$ cat src/rtl/rom_load_ctrl.sv
// ROM download controller: routes HPS download bytes to the game core ROM,
// title-number and DIP registers, judges ROM completeness and sequences the
// core reset around each download session.
module rom_load_ctrl #(
  parameter int unsigned ROM_SIZE = 114688,
  parameter int unsigned RST_HOLD = 16
) (
  input  logic        MCLK,
  input  logic        RESET,
  input  logic        DL_EN,
  input  logic        DL_WR,
  input  logic [7:0]  DL_INDEX,
  input  logic [24:0] DL_ADDR,
  input  logic [7:0]  DL_DATA,
  output logic        ROM_WE,
  output logic [16:0] ROM_AD,
  output logic [7:0]  ROM_DT,
  output logic [3:0]  TNO,
  output logic [23:0] SW,
  output logic        CORE_RST,
  output logic        LOAD_OK,
  output logic        LOAD_ERR
);

  localparam logic [1:0] ST_BOOT = 2'd0;
  localparam logic [1:0] ST_LOAD = 2'd1;
  localparam logic [1:0] ST_HOLD = 2'd2;
  localparam logic [1:0] ST_RUN  = 2'd3;

  localparam logic [24:0] ROM_SIZE_ADDR = 25'(ROM_SIZE);
  localparam logic [17:0] ROM_SIZE_CNT  = 18'(ROM_SIZE);
  localparam logic [7:0]  HOLD_INIT     = 8'(RST_HOLD - 1);

  localparam logic [7:0] IDX_ROM = 8'd0;
  localparam logic [7:0] IDX_TNO = 8'd1;
  localparam logic [7:0] IDX_DIP = 8'd254;

  // Declaration initialisers give the power-up state; RESET deliberately
  // leaves the title, DIP and result registers alone.
  logic [1:0]  state_q    = ST_BOOT;
  logic [7:0]  hold_cnt_q = 8'd0;
  logic [17:0] sess_cnt_q = 18'd0;
  logic        sess_ovf_q = 1'b0;
  logic        sess_rom_q = 1'b0;
  logic        rom_we_q   = 1'b0;
  logic [16:0] rom_ad_q   = 17'd0;
  logic [7:0]  rom_dt_q   = 8'd0;
  logic [3:0]  tno_q      = 4'd0;
  logic [23:0] sw_q       = 24'd0;
  logic        load_ok_q  = 1'b0;
  logic        load_err_q = 1'b0;

  logic        accept;
  logic        wr_rom;
  logic        in_range;
  logic        load_entry;
  logic        load_exit;
  logic        sess_good;
  logic [17:0] cnt_base;
  logic        ovf_base;
  logic        rom_base;

  // Write qualification and session boundary decode
  always_comb begin
    accept     = DL_WR & DL_EN & ~RESET;
    wr_rom     = accept && (DL_INDEX == IDX_ROM);
    in_range   = DL_ADDR < ROM_SIZE_ADDR;
    load_entry = ~RESET & DL_EN & (state_q != ST_LOAD);
    load_exit  = ~RESET & ~DL_EN & (state_q == ST_LOAD);
    sess_good  = (sess_cnt_q == ROM_SIZE_CNT) && !sess_ovf_q;
    // A write in the LOAD entry cycle already belongs to the new session.
    cnt_base   = load_entry ? 18'd0 : sess_cnt_q;
    ovf_base   = load_entry ? 1'b0 : sess_ovf_q;
    rom_base   = load_entry ? 1'b0 : sess_rom_q;
  end

  // Session FSM and core-reset stretch counter
  always_ff @(posedge MCLK) begin
    if (RESET) begin
      state_q    <= load_ok_q ? ST_HOLD : ST_BOOT;
      hold_cnt_q <= HOLD_INIT;
    end else begin
      case (state_q)
        ST_BOOT, ST_RUN: begin
          if (DL_EN) state_q <= ST_LOAD;
        end
        ST_LOAD: begin
          if (!DL_EN) begin
            state_q    <= ST_HOLD;
            hold_cnt_q <= HOLD_INIT;
          end
        end
        ST_HOLD: begin
          if (DL_EN) begin
            state_q <= ST_LOAD;
          end else if (hold_cnt_q == 8'd0) begin
            state_q <= ST_RUN;
          end else begin
            hold_cnt_q <= hold_cnt_q - 8'd1;
          end
        end
        default: state_q <= ST_BOOT;
      endcase
    end
  end

  // Session statistics: saturating byte count, overflow and ROM-activity flags
  always_ff @(posedge MCLK) begin
    if (RESET) begin
      sess_cnt_q <= 18'd0;
      sess_ovf_q <= 1'b0;
      sess_rom_q <= 1'b0;
    end else begin
      if (wr_rom && in_range && (cnt_base < ROM_SIZE_CNT)) begin
        sess_cnt_q <= cnt_base + 18'd1;
      end else begin
        sess_cnt_q <= cnt_base;
      end
      sess_ovf_q <= ovf_base | (wr_rom & ~in_range);
      sess_rom_q <= rom_base | wr_rom;
    end
  end

  // Result flags, judged once at the end of a session that touched the ROM
  always_ff @(posedge MCLK) begin
    if (load_exit && sess_rom_q) begin
      load_ok_q  <= sess_good;
      load_err_q <= ~sess_good;
    end
  end

  // ROM write port: one registered pulse per in-range byte, address/data held
  always_ff @(posedge MCLK) begin
    if (RESET) begin
      rom_we_q <= 1'b0;
    end else begin
      rom_we_q <= wr_rom & in_range;
    end
    if (wr_rom && in_range) begin
      rom_ad_q <= DL_ADDR[16:0];
      rom_dt_q <= DL_DATA;
    end
  end

  // Title number and DIP byte registers
  always_ff @(posedge MCLK) begin
    if (accept && (DL_INDEX == IDX_TNO)) begin
      tno_q <= DL_DATA[3:0];
    end
    if (accept && (DL_INDEX == IDX_DIP) && (DL_ADDR < 25'd3)) begin
      case (DL_ADDR[1:0])
        2'd0:    sw_q[7:0]   <= DL_DATA;
        2'd1:    sw_q[15:8]  <= DL_DATA;
        default: sw_q[23:16] <= DL_DATA;
      endcase
    end
  end

  assign ROM_WE   = rom_we_q;
  assign ROM_AD   = rom_ad_q;
  assign ROM_DT   = rom_dt_q;
  assign TNO      = tno_q;
  assign SW       = sw_q;
  assign CORE_RST = (state_q != ST_RUN);
  assign LOAD_OK  = load_ok_q;
  assign LOAD_ERR = load_err_q;

endmodule

$ cat config.mk
export PLATFORM = sky130hd
export DESIGN_NAME = rom_load_ctrl
export DESIGN_NICKNAME = d
export VERILOG_FILES = /design/src/rtl/rom_load_ctrl.sv
export SDC_FILE = /design/constraint.sdc
export NUM_CORES = 1
export LEC_CHECK = 0
export ABC_AREA = 1
export CELL_PAD_IN_SITES_DETAIL_PLACEMENT = 0
export CELL_PAD_IN_SITES_GLOBAL_PLACEMENT = 1
export CORE_AREA = 2 2 105 107
export DETAILED_ROUTE_END_ITERATION = 10
export DIE_AREA = 0 0 107 109
export MAX_ROUTING_LAYER = met4
export PLACE_DENSITY_LB_ADDON = 0.2
export SLEW_MARGIN = 20
export SYNTH_ARGS = -nofsm -noshare
export SYNTH_HDL_FRONTEND = slang
export SYNTH_SLANG_ARGS = --single-unit
export TNS_END_PERCENT = 20
$ cat constraint.sdc
create_clock -name MCLK -period 3.18 [get_ports MCLK]
set_clock_uncertainty 0.15 [all_clocks]
set_input_delay 0.318 -clock MCLK [delete_from_list [all_inputs] [get_ports MCLK]]
set_output_delay 0.318 -clock MCLK [all_outputs]
set_load 0.01 [all_outputs]
==> metrics.txt <==
status finished clean; first-pass GRT wire length 13,600 um; Final HPWL DP 6190 um; residual DRC count 0; setup TNS 0 ns; GRT Total Usage 15.6%; maximum clock path buffer count 2; DRC marker count from the first detailed-route iteration 130; Tightest Hold Check Type flop to flop; area delta synth->final 37.5%; core area 10,600 um^2; Port Buf Inserts 101; clk sinks 86; Pre-antenna DRT Iters 4; max-cap violations 0; Starting Density 35.0%; Final setup viols 0; critical path endpoint category flop; Worst setup SP type flop; worst reg-to-reg setup slack 0.56 ns; syn nets 423; worst-margin pin slew 0.421 ns; GR Overflow Total 0; Pins Over Slew Limit 0; FF-to-FF End sess_cnt_q[12]; post-synth cell types 33; Cell Pwr Density 431 nW/um^2; Via Count 2,892; Final Hold Vio Count 0; Max VDD drop 0.194 mV; share of cells above drive strength 1 7.79%; post-synthesis sequential area ratio 61.9%; # resized after CTS 0; cell family with most CP delay simple AND/OR/NAND/NOR gates; I/O pins 102; post-CTS setup buffers 0; RSZ-0062 raised after global routing false; YS warnings 0; post-layout util 48.1%; routability cong. 0.820; Hold Path Depth 2; # diodes 0; FMAX 382 MHz; CTS buffer count 9; worst-path fanout max 17; hold_sp sess_cnt_q[16]; initial antenna violation count 0; top cells by area, synth edfxtp_1 (46%), dfxtp_1 (16%), nand2_1 (7.0%), nor2_1 (5.1%), inv_1 (4.0%); clk slew on worst S/H paths 0.10 ns; CTS tree built; minimum clock period after layout 2.62 ns; Yosys top cell by area edfxtp_1; layout net count 535; Die Width 107 um; async set or reset register ratio after synthesis 0%; dominant synthesized flop cell edfxtp_1; clk root buf clkbuf_8; Slew headroom 71.7%; Critical path buffers and inverters 3; Pleak 0.00192 uW; largest net degree at the start of global routing 26; hold_buf cts 0; clk_lat worst skew 0.37 ns; WP data required 3.29 ns; most instantiated cells after synthesis nand2_1 (69), edfxtp_1 (57), nor2_1 (50), inv_1 (39), dfxtp_1 (29); vias in the first global route 2,763; Post-synth EDFFs 57; Hold EP sess_cnt_q[16]; vias per inst 4.61; Core Rows 38; Fillers 956; total number of H-tree levels 3; largest stage delay on the critical path 0.43 ns; Die H 109 um; Reg-to-Reg Start state_q[1]; drt total wl 8290 um; Arr. time, crit path 2.73 ns; Routed Antenna Nets 0; gate count after technology mapping 371; final period utilization 82.4%; routed length per instance 13.2 um; sequence of cells on the critical path inv_1, ha_1, inv_1, nand3_4, nand2_1, inv_1, ha_1, nand2_1, nand3b_1, nor2_2, nand2_1, nor2_2, nand3_1, nand2_1, nor2_1; Syn Std Cell Area 3710 um^2; die area 11,700 um^2; #FFs+latches synth 86; Crit Path Category flop to flop; worst reg-to-reg path cell count 15; CP max-delay cell edfxtp_1; most used cell along the critical path nand2_1; most frequent cell after synthesis nand2_1; Mean Syn Cell Area 9.99 um^2; Yosys top cell area share 46.2%
kinds of logic after synthesis:
group | after synthesis | synth area share, %
buffers and inverters | 49 | 5.67
adder cells (fa/ha/maj) | 7 | 2.36
XOR/XNOR | 4 | 0.945
AND/OR/NAND/NOR | 192 | 24.6
AO/OA/AOI/OAI | 33 | 4.52
flip-flops | 86 | 61.9
how the worst max path moves through the flow:
stage          startpoint        endpoint  slack [ns]  cells past startpoint
5_1_grt        state_q[1]  sess_cnt_q[12]        0.22                     15
3_3_place_gp        DL_EN  sess_cnt_q[12]        0.49                     13
6_report       state_q[1]  sess_cnt_q[12]        0.56                     15
2_1_floorplan  state_q[1]  sess_cnt_q[12]        0.49                     17
3_5_place_dp        DL_EN  sess_cnt_q[12]        0.43                     13
4_1_cts        state_q[1]  sess_cnt_q[12]        0.53                     15
sequential cells by signal, indices dropped and copies added (netlist names):
name and count:
sess_cnt_q 18, TNO 4, LOAD_ERR 1, ROM_DT 8, ROM_AD 17, ROM_WE 1, sess_ovf_q 1, sess_rom_q 1
hold_cnt_q 8, LOAD_OK 1, SW 24, state_q 2
worst reg2reg max path: stages, from the launching register on:
cell and delay, ns:
edfxtp_1 0.43, inv_1 0.10, ha_1 0.23, inv_1 0.11
nand3_4 0.19, nand2_1 0.12, inv_1 0.07, ha_1 0.17
nand2_1 0.05, nand3b_1 0.19, nor2_2 0.22, nand2_1 0.09
nor2_2 0.19, nand3_1 0.09, nand2_1 0.06, nor2_1 0.04
area by class of cell:
| type | count | area, um^2 | share of cell area, % |
|---|---|---|---|
| sequential | 86 | 2290 | 45.0 |
| multi-input combinational | 236 | 1200 | 23.6 |
| timing repair buffer | 109 | 1070 | 21.0 |
| tap | 140 | 175 | 3.44 |
| inverter | 41 | 158 | 3.09 |
| clock buffer | 9 | 124 | 2.43 |
| clock inverter | 7 | 73.8 | 1.45 |
metrics by stage:
| step | hold WS (ns) | cells | total power [uW] | area, um^2 | setup slack, ns |
|---|---|---|---|---|---|
| 2_1_floorplan | 0.267 | 371 | 1360 | 3710 | 0.486 |
| 3_3_place_gp | 0.302 | 612 | 1470 | 4900 | 0.488 |
| 3_5_place_dp | 0.311 | 612 | 1470 | 4900 | 0.426 |
| 4_1_cts | 0.328 | 628 | 2220 | 5100 | 0.526 |
| 5_1_grt | 0.346 | 628 | 2290 | 5100 | 0.220 |
| 6_report | 0.326 | 628 | 2200 | 5100 | 0.559 |
power by group:
part	internal [uW]	switching (uW)
sequential	1210	12.0
clock	309	447
combinational	99.7	123
per-layer routing:
metal,vias to the layer above,track usage [%],share of wire (%)
li1,1478,-,-
met1,1315,20.8,50
met2,85,23.3,43
met3,14,3.47,6.1
met4,0,5.75,1.7
met5,-,-,0
cells in the final DEF (no fill, tap or decap), drive strengths merged:
cell type        n
and2             1
nor3             9
dfxtp           29
clkdlybuf4s50  101
nand4           10
nor3b            1
xor2             4
clkbuf           9
nand2           71
o21ai           12
a21oi           20
or2              2
buf              8
o31ai            1
nor4             6
nor2            55
ha               7
inv             44
edfxtp          57
nand3           29
and3             2
clkinv           4
nand3b           6
(Power assumes the default switching activity.)
